### config.mk
export PLATFORM = sky130hd
export DESIGN_NAME = vga_scanout
export DESIGN_NICKNAME = d
export VERILOG_FILES = /design/src/rtl/vga_scanout.sv
export SDC_FILE = /design/constraint.sdc
export NUM_CORES = 1
export LEC_CHECK = 0
export BUFFER_PORTS_ARGS = -buffer_cell sky130_fd_sc_hd__buf_2
export CORE_UTILIZATION = 50
export CTS_CLUSTER_DIAMETER = 120
export DETAILED_ROUTE_END_ITERATION = 10
export GPL_ROUTABILITY_DRIVEN = 0
export MAX_ROUTING_LAYER = met4
export PLACE_DENSITY = 0.73
export SYNTH_ARGS = -nofsm -noshare
export SYNTH_HDL_FRONTEND = slang
export SYNTH_SLANG_ARGS = --single-unit
### constraint.sdc
create_clock -name clock -period 3.37 [get_ports clock]
set_input_delay 0.5055 -clock clock [delete_from_list [all_inputs] [get_ports clock]]
set_output_delay 0.5055 -clock clock [all_outputs]
set_load 0.05 [all_outputs]
### src/rtl/vga_scanout.sv
// VGA 640x480@60 scan-out of the renderer's column line buffer, mapping iteration counts to RGB332.
// Optional feature macro: VGA_PALETTE_EN selects a 16-entry palette ROM instead of the greyscale map.
module vga_scanout #(
    parameter int         H_ACTIVE = 640,
    parameter int         H_FP     = 16,
    parameter int         H_SYNC   = 96,
    parameter int         H_BP     = 48,
    parameter int         V_ACTIVE = 480,
    parameter int         V_FP     = 10,
    parameter int         V_SYNC   = 2,
    parameter int         V_BP     = 33,
    parameter int         SCALE_SH = 1,
    parameter int         COLS     = 256,
    parameter logic [7:0] BORDER   = 8'h00
) (
    input  logic       clock,
    input  logic       reset_n,
    input  logic       enable,
    output logic [7:0] col_addr,
    input  logic [7:0] pixel_data,
    input  logic [7:0] max_iter,
    output logic       row_req,
    output logic [8:0] row_idx,
    output logic       frame_start,
    output logic       hsync,
    output logic       vsync,
    output logic       de,
    output logic [7:0] rgb
);

    localparam int H_TOTAL = H_ACTIVE + H_FP + H_SYNC + H_BP;
    localparam int V_TOTAL = V_ACTIVE + V_FP + V_SYNC + V_BP;

    localparam logic [9:0] H_LAST     = 10'(H_TOTAL - 1);
    localparam logic [9:0] V_LAST     = 10'(V_TOTAL - 1);
    localparam logic [9:0] H_ACT      = 10'(H_ACTIVE);
    localparam logic [9:0] V_ACT      = 10'(V_ACTIVE);
    localparam logic [9:0] H_SYNC_BEG = 10'(H_ACTIVE + H_FP);
    localparam logic [9:0] H_SYNC_END = 10'(H_ACTIVE + H_FP + H_SYNC);
    localparam logic [9:0] V_SYNC_BEG = 10'(V_ACTIVE + V_FP);
    localparam logic [9:0] V_SYNC_END = 10'(V_ACTIVE + V_FP + V_SYNC);
    localparam logic [9:0] COLS_LIM   = 10'(COLS);
    localparam logic [7:0] COL_MAX    = 8'(COLS - 1);

    typedef enum logic [1:0] {
        IDLE,
        RUN,
        DRAIN
    } state_t;

    state_t     state;
    state_t     state_next;
    logic [9:0] h_count;
    logic [9:0] v_count;
    logic       active;
    logic       frame_end;

    assign active    = (state != IDLE);
    assign frame_end = (h_count == H_LAST) && (v_count == V_LAST);

    always_ff @(posedge clock or negedge reset_n) begin
        if (!reset_n) begin
            state <= IDLE;
        end else begin
            state <= state_next;
        end
    end

    // A frame in progress is never cut short: dropping enable only stops at the last pixel.
    always_comb begin
        state_next = state;
        case (state)
            IDLE: begin
                if (enable) state_next = RUN;
            end
            RUN: begin
                if (!enable) state_next = frame_end ? IDLE : DRAIN;
            end
            DRAIN: begin
                if (enable)         state_next = RUN;
                else if (frame_end) state_next = IDLE;
            end
            default: state_next = IDLE;
        endcase
    end

    always_ff @(posedge clock or negedge reset_n) begin
        if (!reset_n) begin
            h_count <= '0;
            v_count <= '0;
        end else if (!active) begin
            h_count <= '0;
            v_count <= '0;
        end else if (h_count == H_LAST) begin
            h_count <= '0;
            v_count <= (v_count == V_LAST) ? 10'd0 : v_count + 10'd1;
        end else begin
            h_count <= h_count + 10'd1;
        end
    end

    logic [9:0] col_full;
    logic [9:0] row_full;
    logic [9:0] v_next;
    logic [9:0] row_next;

    assign col_full    = h_count >> SCALE_SH;
    assign row_full    = v_count >> SCALE_SH;
    assign v_next      = (v_count == V_LAST) ? 10'd0 : v_count + 10'd1;
    assign row_next    = v_next >> SCALE_SH;
    assign col_addr    = (col_full >= COLS_LIM) ? COL_MAX : col_full[7:0];
    assign frame_start = (state == RUN) && (h_count == 10'd0) && (v_count == 10'd0);

    logic de_now;
    logic hsync_now;
    logic vsync_now;
    logic border_now;
    logic row_req_now;

    assign de_now      = active && (h_count < H_ACT) && (v_count < V_ACT);
    assign hsync_now   = !(active && (h_count >= H_SYNC_BEG) && (h_count < H_SYNC_END));
    assign vsync_now   = !(active && (v_count >= V_SYNC_BEG) && (v_count < V_SYNC_END));
    assign border_now  = (col_full >= COLS_LIM) || (row_full >= COLS_LIM);
    // The last line always asks for row 0 so the next frame's first row is ready in time.
    assign row_req_now = active && (h_count == H_ACT)
                         && ((row_next != row_full) || (v_count == V_LAST))
                         && (row_next < COLS_LIM);

    always_ff @(posedge clock or negedge reset_n) begin
        if (!reset_n) begin
            row_req <= 1'b0;
            row_idx <= '0;
        end else begin
            row_req <= row_req_now;
            if (row_req_now) row_idx <= row_next[8:0];
        end
    end

    logic [7:0] mapped;
    logic [7:0] colour;

`ifdef VGA_PALETTE_EN
    // Entry k = {k[3:1], k[2:0], k[3:2]}.
    always_comb begin
        mapped = 8'h00;
        case (pixel_data[3:0])
            4'd0:    mapped = 8'h00;
            4'd1:    mapped = 8'h04;
            4'd2:    mapped = 8'h28;
            4'd3:    mapped = 8'h2C;
            4'd4:    mapped = 8'h51;
            4'd5:    mapped = 8'h55;
            4'd6:    mapped = 8'h79;
            4'd7:    mapped = 8'h7D;
            4'd8:    mapped = 8'h82;
            4'd9:    mapped = 8'h86;
            4'd10:   mapped = 8'hAA;
            4'd11:   mapped = 8'hAE;
            4'd12:   mapped = 8'hD3;
            4'd13:   mapped = 8'hD7;
            4'd14:   mapped = 8'hFB;
            4'd15:   mapped = 8'hFF;
            default: mapped = 8'h00;
        endcase
    end
`else
    assign mapped = {pixel_data[7:5], pixel_data[7:5], pixel_data[7:6]};
`endif

    assign colour = (pixel_data >= max_iter) ? 8'h00 : mapped;

    logic de_d1;
    logic hsync_d1;
    logic vsync_d1;
    logic border_d1;

    // Two-stage flag delay matches the one-cycle read latency of the buffer plus the output register.
    always_ff @(posedge clock or negedge reset_n) begin
        if (!reset_n) begin
            de_d1     <= 1'b0;
            hsync_d1  <= 1'b1;
            vsync_d1  <= 1'b1;
            border_d1 <= 1'b1;
            de        <= 1'b0;
            hsync     <= 1'b1;
            vsync     <= 1'b1;
            rgb       <= 8'h00;
        end else begin
            de_d1     <= de_now;
            hsync_d1  <= hsync_now;
            vsync_d1  <= vsync_now;
            border_d1 <= border_now;
            de        <= de_d1;
            hsync     <= hsync_d1;
            vsync     <= vsync_d1;
            rgb       <= (!de_d1 || border_d1) ? BORDER : colour;
        end
    end

endmodule
* Yosys cells after proc, flatten, opt, wreduce, memory -nomap -nowiden
Index checks and enable logic that the tools add are counted.
W data, S select, Z words.
** Word-level totals
- Memories kept :: 0
- Register bits after elaboration :: 47
- Memory bits (writable) :: 0
- Bits in latches :: 0
- ROM bits :: 0
- Output and inout bits :: 30
- Word-level logic and storage cells :: 72
** Operators by class
- Divide/modulo/power cells :: 0
- Magnitude comparators :: 10
- Equal/unequal tests :: 10
- Multiplexer cells :: 14
- Add/sub/neg operators :: 2
- Reduce and logical (&&, ||, !) cells :: 23
- Bitwise gates (word level) :: 0
- Multiply operators :: 0
- Shifts and indexed selects :: 0
** Operator list (count)
- $mux W10 :: 5
- $eq A10 B10 Y1 const B :: 3
- $mux W8 :: 3
- $add A10 B1 Y10 const B :: 2
- $logic_not A10 Y1 :: 2
- $lt A10 B10 Y1 const B :: 2
- $lt A10 B9 Y1 const B :: 2
- $ge A9 B9 Y1 const B :: 2
- $logic_and A1 B1 Y1 :: 12
- $ge A10 B10 Y1 const B :: 1
- $ge A10 B9 Y1 const B :: 1
- $mux W2 :: 5
- $lt A9 B9 Y1 const B :: 1
- $ne A9 B9 Y1 :: 1
- $ge A8 B8 Y1 :: 1
- $pmux W2 S3 :: 1
- $ne A2 B2 Y1 const B :: 2
- $logic_not A1 Y1 :: 3
- $logic_or A1 B1 Y1 :: 3
- $ne A3 B3 Y1 const B :: 1
- $reduce_and A3 Y1 :: 1
- $eq A2 B1 Y1 const B :: 1
- $eq A2 B2 Y1 const B :: 1
- $logic_not A2 Y1 :: 1
- 2 further kinds :: 2

* Logic depth before layout (Yosys ltp)
- Depth after elaboration :: 6
- Gate-level depth with buffers :: 8

* Least setup slack after synthesis
OpenSTA, ideal clock, no wires.
- Path kind :: register -> output
- Start :: register h_count[7]
- End :: output port frame_start
- Data required time :: 2.864 ns
- Arrival time :: 1.877 ns
- Setup slack :: 0.987 ns
- Stages on the path, launching flop included :: 6
- Cells stage by stage :: dfrtp_1 > clkbuf_1 > or2_2 > nor3_1 > nand4_1 > nor2_1
** On the way
- Word-level cells in the longest chain between the ends :: 3
** Ends and longest elaborated chain
- from (decl) :: line 53 : logic [9:0] h_count;
- from (signal assigned) :: line 98 : h_count <= h_count + 10'd1;
- $logic_not A10 Y1 :: line 112 : assign frame_start = (state == RUN) && (h_count == 10'd0) && (v_count == 10'd0);
- $logic_and A1 B1 Y1 (2 in series) :: line 112
- to (decl) :: line 24 : output logic frame_start,
Every way passes these cells.

* Worst setup path after layout
- Start :: register v_count[0]
- End :: output port frame_start
** On the way
- Word-level cells in the longest chain between the ends :: 2
** Ends and longest elaborated chain
- from (decl) :: line 54 : logic [9:0] v_count;
- from (signal assigned) :: line 96 : v_count <= (v_count == V_LAST) ? 10'd0 : v_count + 10'd1;
- $logic_not A10 Y1 :: line 112
- $logic_and A1 B1 Y1 :: line 112
Every way passes these cells.

==> metrics.md <==
| Metric | Value |
|---|---|
| Status | complete, but fails checks |
| Failing checks | design-rule violations |
| Post-CTS sizing | 0 |
| Die width | 70.6 um |
| Post-CTS Setup Bufs | 0 |
| Pre-antenna DRT Iters | 7 |
| Register area share after synthesis | 0.449 |
| Routed Antenna Nets | 0 |
| Async set-reset flop share out of synthesis | 1.00 |
| Layout cells sized above 1 | 0.327 |
| Maximum VDD drop | 0.424 mV |
| P&R area growth vs syn | 15.5% |
| CTS Sinks | 42 |
| Total length of routed wires | 4.39 mm |
| Syn Nets | 265 |
| # IOs | 49 |
| Req. time, crit path | 2.86 ns |
| CTS tree | built |
| RSZ-0062 raised after global routing | no |
| Starting Density | 0.530 |
| Die ar. | 0.00499 mm2 |
| Worst Path Max Fanout | 6 |
| Port buffer count | 48 |
| First-pass GRT wire length | 7.20 mm |
| Final clock skew | 0.0109 ns |
| Clock buffer depth | 2 |
| Tot GR Track Use | 0.189 |
| Core ar. | 0.00444 mm2 |
| Die height | 70.6 um |
| Primary FF master, synth | dfrtp_1 |
| P_leak | 1.44 nW |
| Relative slew slack | 0.400 |
| Post-synth EDFFs | 0 |
| Post-Syn Area | 0.00235 mm2 |
| Setup CP Type | register to output port |
| DR vias | 1788 |
| Fin. max-slew vios | 0 |
| Row count | 24 |
| Filler instances | 370 |
| Hold-fix buffers, CTS | 0 |
| Avg WL per Cell | 13.4 um |
| N_diodes | 0 |
| Vias in the first global route | 1553 |
| Htree depth | 2 |
| Worst skew pair latency | 0.30 ns |
| Critical path launch point type | register |
| Worst slew pin tran | 0.900 ns |
| DR DRC count | 11 |
| Synthesis warning total | 0 |
| Pin count of the biggest net entering global routing | 43 |
| CP Capture Type | output port |
| Post-synth cell types | 48 |
| Period utilisation layout | 0.747 |
| Pre-CTS WS | 0.888 ns |
| Avg Cell Area, Syn | 10.1 um2 |
| Worst hold-check path type | input port to async pin |
| Via density | 5.47 |
| Max-cap viol count | 0 |
| Final setup violation count | 0 |
| Tmin final | 2.52 ns |
| Synthesized instance count | 234 |
| Synth Register Bits | 42 |
| DRT iter0 DRCs | 86 |
| Initial antenna violation count | 0 |
| Final worst slack | 0.852 ns |
| Final hold vios | 0 |
| GR Overflow Total | 0 |
| FMAX | 397 MHz |
| Power per standard cell area | 447 mW/mm2 |
| Setup tns final | 0 ns |
| Root buffer cell | clkbuf_8 |
| Clock buffer count from CTS | 5 |
| Worst-path clk slew | 0.09 ns |
| Crit path DAT | 2.01 ns |
| Hpwl dp | 3.17 mm |
| Nets@finish | 305 |
worst max-delay path, cell delays in order, from the launching register on:
cell and delay [ns]:
dfrtp_1 0.43, inv_1 0.08, ha_1 0.14, nor4b_2 0.44, nand4_1 0.22, nor2_1 0.15, buf_2 0.27
kinds of logic (layout without fill, tap and decap cells):
family                     count (synthesis)  after routing  share of synthesized area
muxes                                     13             13                     0.0744
AOI/OAI and AO/OA                         26             26                     0.0765
xor gates and xnor gates                  12             12                     0.0446
and+or+nand+nor                           96             96                      0.226
buffers and inverters                     33             74                     0.0654
DFF                                       42             42                      0.449
adders and majority gates                 12             12                     0.0638
metrics by stage:
stage | util | cell area [um2] | hold slack, ns | std cells | power [mW]
floorplan | - | 2350 | 0.210 | 234 | 0.703
global placement | 0.581 | 2580 | 0.345 | 319 | 0.751
detailed placement | 0.581 | 2580 | 0.347 | 319 | 0.755
CTS | 0.612 | 2720 | 0.358 | 327 | 1.22
global route | 0.612 | 2720 | 0.361 | 327 | 1.26
finish | 0.612 | 2720 | 0.330 | 327 | 1.21
synthesized netlist by cell type (2+ instances only):
library cell | count | share of area
a21oi_1 | 5 | 0.011
nand4b_1 | 2 | 0.0074
inv_1 | 16 | 0.026
ha_1 | 12 | 0.064
clkbuf_1 | 8 | 0.013
dfstp_2 | 5 | 0.056
dfrtp_1 | 37 | 0.39
xor2_1 | 8 | 0.030
nand2_1 | 13 | 0.021
xnor2_1 | 4 | 0.015
and2_1 | 3 | 0.0080
a21o_1 | 3 | 0.0096
nor2_1 | 23 | 0.037
mux2i_1 | 4 | 0.017
a211oi_1 | 2 | 0.0064
or2_2 | 11 | 0.029
buf_2 | 3 | 0.0064
or3_1 | 3 | 0.0080
nand3_1 | 10 | 0.021
mux2_4 | 9 | 0.057
a21boi_0 | 3 | 0.0096
nor2b_1 | 2 | 0.0053
a211o_1 | 2 | 0.0074
o21ai_0 | 4 | 0.0085
nor4_1 | 3 | 0.0080
nor3b_1 | 3 | 0.0096
nand2b_1 | 4 | 0.011
buf_4 | 5 | 0.016
nor3_1 | 4 | 0.0085
nand4_1 | 5 | 0.013
cell usage in the layout (no fill, tap or decap), types with 5 or more instances in the layout:
cell	n
a21oi_1	5
buf_2	48
clkbuf_8	5
dfrtp_1	37
dfstp_2	5
ha_1	12
inv_1	16
mux2_4	9
nand2_1	13
nand3_1	10
nand4_1	5
nor2_1	23
or2_2	11
xor2_1	8
routing by layer:
layer / track usage / share of wire
met3: 0.0356 / 0.048
met2: 0.280 / 0.45
met1: 0.262 / 0.48
met4: 0.0667 / 0.014
met5: - / 0
flip-flops by register name (all words and copies together) (netlist names):
signal / count
hsync: 1
vsync_d1: 1
row_req: 1
hsync_d1: 1
state: 2
row_idx: 9
de_d1: 1
border_d1: 1
de: 1
h_count: 10
vsync: 1
rgb: 3
v_count: 10
layout make-up:
class	instances	area [um2]	area share
Sequential cell	42	1060	0.389
Clock inverter	3	68.8	0.0253
Tap cell	52	65.1	0.0239
Timing Repair Buffer	50	255	0.0939
Multi-Input combinational cell	159	1140	0.421
Clock buffer	5	68.8	0.0253
Inverter	16	60.1	0.0221
where the power goes:
part	internal, mW	switching [mW]	total (mW)
combinational	0.0625	0.141	0.204
sequential	0.522	0.0183	0.540
clock	0.297	0.173	0.470
final timing paths:
path	startpoint	endpoint	slack, ns	cells past startpoint
hold / removal	reset_n	v_count[3]$_DFFE_PN0P_	0.33	1
hold reg to reg	hsync_d1$_DFF_PN1_	hsync$_DFF_PN1_	0.36	0
setup / recovery	v_count[0]$_DFFE_PN0P_	frame_start	0.85	6
setup reg to reg	v_count[0]$_DFFE_PN0P_	row_idx[1]$_DFFE_PN0P_	0.86	7
max in group asynchronous	reset_n	h_count[9]$_DFF_PN0_	2.48	1
min in group clock	hsync_d1$_DFF_PN1_	hsync$_DFF_PN1_	0.36	0
Power figures use the tool's default switching activity.
